## src/rtl/pattern_tx_pkg.sv

```systemverilog
// Shared state encoding and fixed pattern constants for the pattern transmitter.
package pattern_tx_pkg;

  typedef enum logic [1:0] {
    IDLE  = 2'd0,
    SHIFT = 2'd1,
    GAP   = 2'd2,
    FIN   = 2'd3
  } state_t;

  localparam logic [3:0] PAT_0011 = 4'b0011;
  localparam logic [3:0] PAT_1100 = 4'b1100;
  localparam logic [3:0] PAT_ALT  = 4'b0101;

  localparam logic [1:0] SEL_0011 = 2'b00;
  localparam logic [1:0] SEL_1100 = 2'b01;
  localparam logic [1:0] SEL_DATA = 2'b10;
  localparam logic [1:0] SEL_ALT  = 2'b11;

  function automatic logic [3:0] pick_pattern(input logic [1:0] sel, input logic [3:0] data);
    logic [3:0] p;
    p = PAT_0011;
    case (sel)
      SEL_0011: p = PAT_0011;
      SEL_1100: p = PAT_1100;
      SEL_DATA: p = data;
      SEL_ALT:  p = PAT_ALT;
      default:  p = PAT_0011;
    endcase
    return p;
  endfunction

endpackage

```

## src/rtl/pattern_tx_shreg.sv

```systemverilog
// 4-bit load/shift register: load emits bit 3 on the next cycle, each shift emits the next bit.
module pattern_tx_shreg
  import pattern_tx_pkg::*;
(
  input  logic       clk,
  input  logic       init,
  input  logic       load,
  input  logic       shift,
  input  logic [3:0] pat,
  output logic       x,
  output logic       valid,
  output logic       last
);

  logic [2:0] rest;
  logic [1:0] cnt;

  // cnt holds the bits still to follow the one currently on x
  always_ff @(posedge clk or posedge init) begin
    if (init) begin
      x     <= 1'b0;
      valid <= 1'b0;
      rest  <= 3'd0;
      cnt   <= 2'd0;
    end else if (load) begin
      x     <= pat[3];
      valid <= 1'b1;
      rest  <= pat[2:0];
      cnt   <= 2'd3;
    end else if (shift) begin
      x     <= rest[2];
      valid <= 1'b1;
      rest  <= {rest[1:0], 1'b0};
      cnt   <= cnt - 2'd1;
    end else begin
      x     <= 1'b0;
      valid <= 1'b0;
      cnt   <= 2'd0;
    end
  end

  assign last = valid && (cnt == 2'd0);

endmodule

```

## src/rtl/pattern_tx.sv

```systemverilog
// Frame sequencer: repeats a 4-bit pattern reps times with gap idle cycles between repetitions.
// state | meaning
// IDLE  | waiting for start, captures frame fields
// SHIFT | pattern bits on x
// GAP   | idle cycles between repetitions
// FIN   | one-cycle done pulse
module pattern_tx
  import pattern_tx_pkg::*;
#(
  parameter int RW = 4,
  parameter int GW = 2
) (
  input  logic          clk,
  input  logic          init,
  input  logic          start,
  input  logic [1:0]    sel,
  input  logic [3:0]    data,
  input  logic [RW-1:0] reps,
  input  logic [GW-1:0] gap,
  output logic          x,
  output logic          valid,
  output logic          busy,
  output logic          done
);

  localparam logic [RW-1:0] REP_ONE = 1;
  localparam logic [GW-1:0] GAP_ONE = 1;

  state_t        state;
  logic [3:0]    pat_q;
  logic [RW-1:0] rep_cnt;
  logic [GW-1:0] gap_q;
  logic [GW-1:0] gap_cnt;
  logic          load;
  logic          shift;
  logic          last;
  logic [3:0]    pat_ld;

  always_comb begin
    load   = 1'b0;
    shift  = 1'b0;
    pat_ld = pat_q;
    case (state)
      IDLE: begin
        if (start && (reps != '0)) begin
          load   = 1'b1;
          pat_ld = pick_pattern(sel, data);
        end
      end
      SHIFT: begin
        if (!last) shift = 1'b1;
        else if ((rep_cnt != '0) && (gap_q == '0)) load = 1'b1;
      end
      GAP: begin
        if (gap_cnt == GAP_ONE) load = 1'b1;
      end
      default: ;
    endcase
  end

  // rep_cnt counts repetitions still to start after the current one
  always_ff @(posedge clk or posedge init) begin
    if (init) begin
      state   <= IDLE;
      pat_q   <= 4'd0;
      rep_cnt <= '0;
      gap_q   <= '0;
      gap_cnt <= '0;
      busy    <= 1'b0;
      done    <= 1'b0;
    end else begin
      case (state)
        IDLE: begin
          if (start) begin
            pat_q <= pick_pattern(sel, data);
            gap_q <= gap;
            busy  <= 1'b1;
            if (reps == '0) begin
              state <= FIN;
              done  <= 1'b1;
            end else begin
              state   <= SHIFT;
              rep_cnt <= reps - REP_ONE;
            end
          end
        end
        SHIFT: begin
          if (last) begin
            if (rep_cnt == '0) begin
              state <= FIN;
              done  <= 1'b1;
            end else if (gap_q == '0) begin
              rep_cnt <= rep_cnt - REP_ONE;
            end else begin
              state   <= GAP;
              gap_cnt <= gap_q;
            end
          end
        end
        GAP: begin
          if (gap_cnt == GAP_ONE) begin
            state   <= SHIFT;
            rep_cnt <= rep_cnt - REP_ONE;
          end else begin
            gap_cnt <= gap_cnt - GAP_ONE;
          end
        end
        FIN: begin
          state <= IDLE;
          busy  <= 1'b0;
          done  <= 1'b0;
        end
        default: state <= IDLE;
      endcase
    end
  end

  pattern_tx_shreg u_shreg (
    .clk   (clk),
    .init  (init),
    .load  (load),
    .shift (shift),
    .pat   (pat_ld),
    .x     (x),
    .valid (valid),
    .last  (last)
  );

endmodule

```

## config.mk

```make
export PLATFORM = sky130hd
export DESIGN_NAME = pattern_tx
export DESIGN_NICKNAME = d
export VERILOG_FILES = /design/src/rtl/pattern_tx_pkg.sv /design/src/rtl/pattern_tx_shreg.sv /design/src/rtl/pattern_tx.sv
export SDC_FILE = /design/constraint.sdc
export NUM_CORES = 1
export LEC_CHECK = 0
export BUFFER_PORTS_ARGS = -buffer_cell sky130_fd_sc_hd__buf_2
export CAP_MARGIN = 40
export CORE_MARGIN = 2
export CORE_UTILIZATION = 30
export CTS_BUF_LIST = sky130_fd_sc_hd__clkbuf_4
export DETAILED_ROUTE_END_ITERATION = 6
export GPL_ROUTABILITY_DRIVEN = 1
export HOLD_SLACK_MARGIN = 0.08
export PLACE_DENSITY = 0.58
export SLEW_MARGIN = 20
export SYNTH_ARGS = -nofsm -noshare
export SYNTH_HDL_FRONTEND = slang
export SYNTH_SLANG_ARGS = --single-unit
```

## constraint.sdc

```tcl
create_clock -name clk -period 1.71 [get_ports clk]
set_input_delay 0.342 -clock clk [delete_from_list [all_inputs] [get_ports clk]]
set_output_delay 0.342 -clock clk [all_outputs]
set_load 0.01 [all_outputs]
```

==> results of run 1 <==
how the worst max path moves through the flow:
stage / start / to / slack, ns
after floorplan: state[1] / rep_cnt[0] / -0.09
after global placement: state[1] / rep_cnt[2] / -0.15
after detailed placement: state[0] / rep_cnt[2] / -0.21
after CTS: state[1] / rep_cnt[0] / -0.05
after global routing: state[0] / rep_cnt[3] / -0.13
final: state[0] / rep_cnt[0] / -0.06
final cells by class:
type	instances	area, µm²	area share
multi-input cells	104	975	0.477
flip-flops and latches	23	576	0.282
repair buffers	48	334	0.163
well taps	67	83.8	0.0410
inverters	13	48.8	0.0239
clock buffers	3	22.5	0.0110
clock inverters	1	5.00	0.00245
per-layer routing:
layer	global-route usage	wire length, µm
met3	0.0352	109
met4	0.0298	16
met2	0.223	1590
met1	0.166	1440
met5	0	0
flip-flops by register name, indices dropped and copies added (netlist names):
register / count
u_shreg.rest: 3
state: 2
pat_q: 4
u_shreg.cnt: 2
done: 1
u_shreg.valid: 1
u_shreg.x: 1
gap_cnt: 2
busy: 1
gap_q: 2
rep_cnt: 4
what timing repair did:
item / in CTS / in global routing
gates cloned: 0 / 0
gates resized for setup: 9 / 10
endpoints found under the setup margin: 11 / 13
endpoints found under the hold margin: 23 / 0
buffers inserted: 2 / 1
pin swaps: 4 / 12
hold buffers: 1 / 0
power by group through the flow:
stage | registers [mW] | clock network [mW] | logic, mW
after detailed placement | 1.02 | 0 | 2.29
after floorplan | 1.02 | 0 | 1.58
final | 1.01 | 0.263 | 2.60
after global placement | 1.01 | 0 | 2.25
after CTS | 1.01 | 0.284 | 2.48
after global routing | 1.05 | 0.314 | 2.86
logic make-up after synthesis:
| family | synth area share |
|---|---|
| xor+xnor | 0.0118 |
| flops | 0.386 |
| compound gates | 0.186 |
| mux | 0.139 |
| fa+ha+maj | 0.0756 |
| simple gates | 0.160 |
| buf+inv | 0.0428 |
per-stage QoR:
| step | instance area (µm²) | TNS, ns | hold slack [ns] | total power, mW | util |
|---|---|---|---|---|---|
| 4_1_cts | 1990 | -0.124 | 0.237 | 3.77 | 0.418 |
| 5_1_grt | 2040 | -0.441 | 0.217 | 4.22 | 0.430 |
| 2_1_floorplan | 1530 | -0.381 | 0.344 | 2.60 | - |
| 3_5_place_dp | 1880 | -0.602 | 0.407 | 3.30 | 0.396 |
| 3_3_place_gp | 1880 | -0.405 | 0.409 | 3.26 | 0.396 |
| 6_report | 2040 | -0.0739 | 0.238 | 3.87 | 0.430 |
worst reg2reg max path: cells and delay by family (launching register included):
kind / cells / cell delay, ns
AO/OA/AOI/OAI: 2 / 0.41
adder cells (fa/ha/maj): 1 / 0.18
buffers and inverters: 1 / 0.16
flip-flops: 1 / 0.42
multiplexers: 1 / 0.33
AND/OR/NAND/NOR: 1 / 0.18
cells in the final DEF (no fill, tap or decap), drive strengths merged, types with 2 or more instances in the layout:
cell    count
a211oi      2
a21oi       7
a221oi      2
buf        47
clkbuf      3
dfrtp      23
ha          9
inv        13
mux2        5
mux2i      15
nand2      20
nand2b      2
nand3       3
nor2        3
nor2b       4
nor3        2
nor4        2
o21ai      15
o31ai       2
==> impl_metrics.toml, run 1 <==
[status]
outcome = "complete, but fails checks"
violations = "negative setup slack"

[layout]
nFillCells = 482
n_antenna_cell = 0
final_nets = 217
fin_cells = 259
drive_gt1_frac = 0.453
syn_to_final_growth_pct = 37.2

[floorplanning]
num_rows = 25
ios = 19
die-area_um2 = 5550
die_w_um = 74.5
die_h_um = 74.5
initial_core_util = 0.313
core_area_um2 = 4750

[logic_synthesis]
avgSynthCellArea_um2 = 10.4
yosysSeqAreaShare = 0.386
async_reset_ff_frac = 1.00
synth.largest_area_cell = "dfrtp_1"
ys_top_cells_by_count = "dfrtp_1 (23), nand2_1 (18), mux2i_1 (15)"
synth-edff-count = 0
synth_top_cell_area_share = 0.386
synth_flop_cell = "dfrtp_1"
ys_seq_elements = 23
yosysUniqueCellTypes = 39
synthTopCellsByArea = "dfrtp_1 (39%), mux2i_1 (10%), ha_1 (7.6%)"
synth.most_common_cell = "dfrtp_1"
yosys_warnings = 0
synth_cells = 143
syn_nets = 167
netlist_area_um2 = 1490

[timing]
period_minus_slack_ns = 1.77
fin_ws_ns = -0.0562
drv_slew = 0
slew_headroom = 0.769
worst_pin_slew_ns = 0.345
fin_skew_ns = 0.00649
clock.fmax_mhz = 566
period_share = 1.03
hold_viol = 0
grt_setup_unrepaired = "yes"
setup_violations = 3

[power]
irDropWorstVdd_mv = 0.765
switchingPower_mw = 1.61
p_int_mw = 2.26
pwr-share-clk = 0.068
power_density_nw_per_um2 = 1890
p_seq_frac = 0.261
swShare = 0.415
p_leak_nw = 0.899
p_comb_frac = 0.671

[critical_path]
r2r-end = "rep_cnt[0]"
crit_type = "reg2reg"
cp_max_fo = 8
slowest_stage = "dfrtp_1"
critPathLaunchType = "register"
critPathTopFamily = "flip-flops"
crit_chain = "buf_4 > ha_4 > a21boi_4 > a221oi_4 > nand3_4 > mux2_4"
r2r_slack_ns = -0.06
ff2ff_path_depth = 6
r2r_start = "state[0]"
crit_arrival_ns = 1.99
critical-path-max-stage-delay_ns = 0.42
crit_cells = 6
end_kind = "register"
path_buf_inv = 1
required_ns = 1.94

[clocking]
numCtsBuffers = 3
clock-root-buffer = "clkbuf_4"
h-tree-depth = 1
insertion_delay_ns = 0.32
clockBufferDepth = 2
clkTransAtPathRegs_ns = 0.13
cts_tree = "yes"
cts_sinks = 23

[route]
vias = 1170
antenna_left = 0
avgViaCountPerCell = 4.52
drt_wl_total_um = 3160
wire_per_inst_um = 12.2
first_pass_iters = 4
drtIter0Drc = 30
drc = 0

[placed_design]
place.gp.congestion = 0.794
hpwl_um = 2390
dp.cells = 251
place_ws_ns = -0.211
portBuffers = 18

[hold_path]
min_path_type = "in2reg"
hold_depth = 2
hold_path_end = "gap_q[0]"
hp-start = "gap[0]"

[global_route]
grt_pass1_vias = 1143
grt_pass1_wl_um = 5450
antenna_found_initial = 0
grt_start_max_net_pins = 24
grt.total_usage = 0.131
grt-ovfl-total = 0

[run]
maxCapViolCount = 0
No activity file was read; power rests on OpenSTA's default activity.
==> inputs of run 2 (changes only) <==
SYNTH_HIERARCHICAL = 1   (was default)
==> run 2 against run 1 <==
- the run still ends with negative setup slack left
- final area is 1.4% higher
- sequential share of layout area is 0.39 points lower
- synthesized cell count stayed put
- worst hold slack improved by 0.0065 ns
- core utilization is 1.2 points higher
- largest cell class unchanged
==> impl_metrics.toml, run 2 <==
[placed_design]
placed_area_um2 = 1820
hpwl_um = 2410
portBuffers = 18
place.gp.congestion = 0.832
dp.cells = 239

[global_route]
grt_pass1_wl_um = 5460
antenna_found_initial = 0
grt.total_usage = 0.133
grt-ovfl-total = 0
grt_start_max_net_pins = 17
grt_pass1_vias = 1211

[critical_path]
required_ns = 1.94
critPathLaunchType = "register"
end_kind = "register"
cp_max_fo = 6
crit_type = "reg2reg"
crit_arrival_ns = 2.01

[hold_path]
min_path_type = "in2reg"

[timing]
hold_viol = 0
setup_violations = 4
worst_pin_slew_ns = 0.325
clock.fmax_mhz = 560
drv_slew = 0
slew_headroom = 0.782
period_share = 1.05
period_minus_slack_ns = 1.79
grt_setup_unrepaired = "yes"
fin_ws_ns = -0.0772
fin_skew_ns = 0.00242

[logic_synthesis]
yosys_warnings = 6
syn_nets = 167
yosysSeqAreaShare = 0.399
netlist_area_um2 = 1440
yosysUniqueCellTypes = 39
yosys.area_share.adder = 0.0781
synth-xor-area-share = 0
synth_compound_area_frac = 0.169
avgSynthCellArea_um2 = 10.1
ys_seq_elements = 23
synthTopCellsByArea = "dfrtp_1 (40%), ha_1 (7.8%), mux2_2 (4.7%)"
synth_flop_cell = "dfrtp_1"
synth.largest_area_cell = "dfrtp_1"
synth.most_common_cell = "dfrtp_1"
synthMuxAreaShare = 0.114
synth-edff-count = 0
ys_top_cells_by_count = "dfrtp_1 (23), nand2_1 (13), a21oi_1 (12), inv_1 (12)"
synth_top_cell_area_share = 0.399
synth_top_family_by_area = "simple AND/OR/NAND/NOR gates"
synth_cells = 143
async_reset_ff_frac = 1.00
synth-simple-area-share = 0.180

[route]
antenna_left = 0
drtIter0Drc = 16
vias = 1201
drc = 0
first_pass_iters = 4
wire_per_inst_um = 13.0
avgViaCountPerCell = 4.78
drt_wl_total_um = 3270

[clocking]
clock-root-buffer = "clkbuf_4"
numCtsBuffers = 3
h-tree-depth = 1
clkTransAtPathRegs_ns = 0.13
cts_tree = "yes"
clockBufferDepth = 2
insertion_delay_ns = 0.32
cts_sinks = 23

[floorplanning]
ios = 19
num_rows = 25
die_h_um = 73.3
die_w_um = 73.3
initial_core_util = 0.307
core_area_um2 = 4690
die-area_um2 = 5380

[layout]
final_nets = 222
reg.largest.list = "pat_q (4), rep_cnt (4), u_shreg/rest (3)"
seq_area_um2 = 576
multi_input_area_um2 = 972
nFillCells = 456
design_area_um2 = 2070
fin_cells = 251
syn_to_final_growth_pct = 43.7
final_util = 0.442
drive_gt1_frac = 0.533
layout_commonest_cell = "buf_4"
n_antenna_cell = 0
final_cell_mix = "buf_4 (30), dfrtp_1 (23), buf_2 (18)"

[power]
p_leak_nw = 0.940
irDropWorstVdd_mv = 0.657
power_density_nw_per_um2 = 2140

[status]
outcome = "complete, but fails checks"
violations = "negative setup slack"

[run]
maxCapViolCount = 0
[run 2: cell types whose count changed after synthesis, sizes merged, moves of 2 or more]
cell | before | now
nand2 | 20 | 13
nor2b | 4 | 6
mux2 | 5 | 8
nor2 | 3 | 8
a21oi | 7 | 12
mux2i | 15 | 7
nor4 | 2 | 4
[run 2: path summary, 6_finish.rpt]
path | startpoint | slack [ns] | cells after the start | endpoint
hold reg to reg | busy | 0.49 | 2 | busy
setup reg to reg | state[0] | -0.08 | 7 | rep_cnt[3]
min in group asynchronous | init | 0.49 | 3 | u_shreg/rest[0]
hold / removal | gap[1] | 0.24 | 2 | gap_q[1]
setup / recovery | state[0] | -0.08 | 7 | rep_cnt[3]
max in group asynchronous | init | 0.95 | 4 | pat_q[1]
[run 2: cell type report]
type,instances,area share
clock buffers,3,0.0109
clock inverters,1,0.00241
inverters,13,0.0235
multi-input cells,103,0.469
flip-flops and latches,23,0.278
well taps,54,0.0326
repair buffers,54,0.184
[run 2: metal layers]
| layer | share of wire | vias up | GRT usage |
|---|---|---|---|
| met5 | 0 | - | 0 |
| met4 | 0.017 | 0 | 0.0465 |
| met1 | 0.45 | 569 | 0.162 |
| li1 | - | 604 | - |
| met3 | 0.026 | 7 | 0.0233 |
| met2 | 0.50 | 21 | 0.234 |
[run 2: worst max-delay path: stages, from the launching register on]
cell,delay (ns)
dfrtp_1,0.42
inv_2,0.07
ha_4,0.33
mux2i_2,0.26
nand3_2,0.13
mux2_4,0.31
o21ai_1,0.11
o21ai_1,0.07
[run 2: per-stage QoR]
step	setup slack [ns]	setup TNS [ns]	total power, mW	hold WS (ns)
after global placement	-0.0164	-0.0502	3.46	0.293
final	-0.0772	-0.147	4.43	0.245
after global routing	-0.155	-0.748	4.82	0.227
after CTS	-0.0646	-0.331	3.89	0.236
after detailed placement	-0.0513	-0.177	3.50	0.299
after floorplan	-0.106	-0.232	2.66	0.145
[run 2: what timing repair did]
item                                    CTS  global route
buffers inserted                          1             6
hold buffers                              1             0
resized for setup                         3            36
endpoints found under the setup margin    8            14
pin swaps                                 4            11
gates cloned                              0             1
endpoints found under the hold margin    23             0
[run 2: logic make-up (layout without fill, tap and decap cells)]
kind of cell,Yosys count,in the layout
fa+ha+maj,9,9
mux,15,15
flops,23,23
simple gates,41,41
buf+inv,17,71
compound gates,38,38
[run 2: report_power, final]
part	internal (mW)	switching, mW	leakage, nW
combinational	1.74	1.41	0.641
sequential	0.811	0.204	0.282
clock	0.0877	0.178	0.0177
==> inputs of run 3 (changes only) <==
PLACE_DENSITY = 0.52   (was 0.58)
==> run 3 against run 2 <==
- the run still ends with negative setup slack left
- critical path depth is 1 higher
- die area stayed put
- worst hold slack better by 0.0032 ns
- setup slack worse by 0.086 ns
==> impl_metrics.toml, run 3 (synthesized netlist as in run 2, its figures left out) <==
[critical_path]
r2r-end = "rep_cnt[2]"
cp-endpoint = "rep_cnt[2]"
slowest_stage = "dfrtp_1"
r2r_start = "state[1]"
crit_cells = 8
path_buf_inv = 2
critPathLaunchType = "register"
crit_chain = "inv_2 > buf_12 > ha_4 > mux2i_4 > ha_2 > or2b_1 > a41oi_2 > a211oi_2"
crit_type = "reg2reg"
end_kind = "register"
cp_max_fo = 4
critPathTopFamily = "adder cells"
critical-path-max-stage-delay_ns = 0.39
crit_start = "state[1]"
required_ns = 1.94
r2r_slack_ns = -0.16
crit_arrival_ns = 2.11
ff2ff_path_depth = 8

[layout]
final_cell_mix = "buf_4 (32), dfrtp_1 (23), buf_2 (18)"
nFillCells = 452
design_area_um2 = 2100
fin_cells = 254
drive_gt1_frac = 0.510
syn_to_final_growth_pct = 45.4
n_antenna_cell = 0
final_util = 0.447
final_nets = 225
layout_commonest_cell = "buf_4"
reg.largest.list = "pat_q (4), rep_cnt (4), u_shreg/rest (3)"

[route]
avgViaCountPerCell = 4.89
drtIter0Drc = 50
wire_per_inst_um = 13.5
wl_met1_um = 1380
drc = 0
vias = 1241
drt_wl_total_um = 3430
first_pass_iters = 4
top_layer_used = "met4"
antenna_left = 0
wl_met3_um = 112
route.met2.wl_um = 1880

[placed_design]
dp.cells = 238
place.gp.congestion = 0.748
portBuffers = 18
placed_area_um2 = 1820
place_ws_ns = -0.175
hpwl_um = 2480

[floorplanning]
num_rows = 25
die_w_um = 73.3
ios = 19
die-area_um2 = 5380
core_area_um2 = 4690
die_h_um = 73.3
initial_core_util = 0.307

[timing]
slew_headroom = 0.586
fin_setup_tns_ns = -0.397
setup_violations = 5
fin_skew_ns = 0.00789
clock.fmax_mhz = 534
fin_ws_ns = -0.163
period_share = 1.10
drv_slew = 0
worst_pin_slew_ns = 0.620
grt_setup_unrepaired = "yes"
hold_slack_ns = 0.248
hold_viol = 0
period_minus_slack_ns = 1.87

[status]
outcome = "complete, but fails checks"
violations = "negative setup slack"

[power]
irDropWorstVdd_mv = 0.729
p_leak_nw = 0.947
total_power_mw = 4.47
power_density_nw_per_um2 = 2130

[clocking]
clockBufferDepth = 2
numCtsBuffers = 3
clkTransAtPathRegs_ns = 0.13
insertion_delay_ns = 0.32
clock-root-buffer = "clkbuf_4"
cts_tree = "yes"
cts_sinks = 23
h-tree-depth = 1

[global_route]
grt_pass1_vias = 1305
grt_pass1_wl_um = 5560
antenna_found_initial = 0
grt_start_max_net_pins = 17
grt.total_usage = 0.132
grt-ovfl-total = 0

[run]
maxCapViolCount = 0

[hold_path]
min_path_type = "in2reg"
[run 3: changes by cell type in the layout (fill, tap and decap cells not counted), moves of 2 or more]
cell and delta:
a21oi_2 -2, buf_4 +2, o21ai_1 +2, mux2i_2 -2
o21ai_2 -2, ha_2 +2, a21oi_1 +2, mux2i_4 +2
ha_1 -2
[run 3: worst min path at each step]
stage | startpoint | to | slack [ns] | cells past startpoint
6_report | gap[0] | gap_q[0] | 0.25 | 2
5_1_grt | gap[0] | gap_q[0] | 0.23 | 2
3_5_place_dp | init | u_shreg/cnt[0] | 0.29 | 2
4_1_cts | gap[0] | gap_q[0] | 0.25 | 2
3_3_place_gp | init | u_shreg/valid | 0.28 | 2
2_1_floorplan | init | u_shreg/cnt[0] | 0.15 | 1
[run 3: report_power, final]
part	internal, mW	switching, mW
logic	1.79	1.42
clock network	0.0875	0.171
registers	0.811	0.187
total	2.69	1.78
[run 3: area by class of cell]
class	instances	area [µm²]	area share
multi-input cells	104	972	0.464
flip-flops and latches	23	576	0.274
repair buffers	56	405	0.193
well taps	54	67.6	0.0322
inverters	13	48.8	0.0233
clock buffers	3	22.5	0.0107
clock inverters	1	5.00	0.00239
[run 3: what timing repair did]
item	CTS	global route
cloned	1	0
hold buffers	1	0
setup endpoints to repair	14	13
buffers inserted	3	7
pin swaps	7	11
gates resized for setup	17	17
hold endpoints to repair	7	0
[run 3: metal layers]
| metal | GRT usage | vias to the layer above |
|---|---|---|
| met5 | 0 | - |
| met1 | 0.149 | 599 |
| li1 | - | 615 |
| met2 | 0.251 | 23 |
| met3 | 0.0274 | 4 |
| met4 | 0.0303 | 0 |
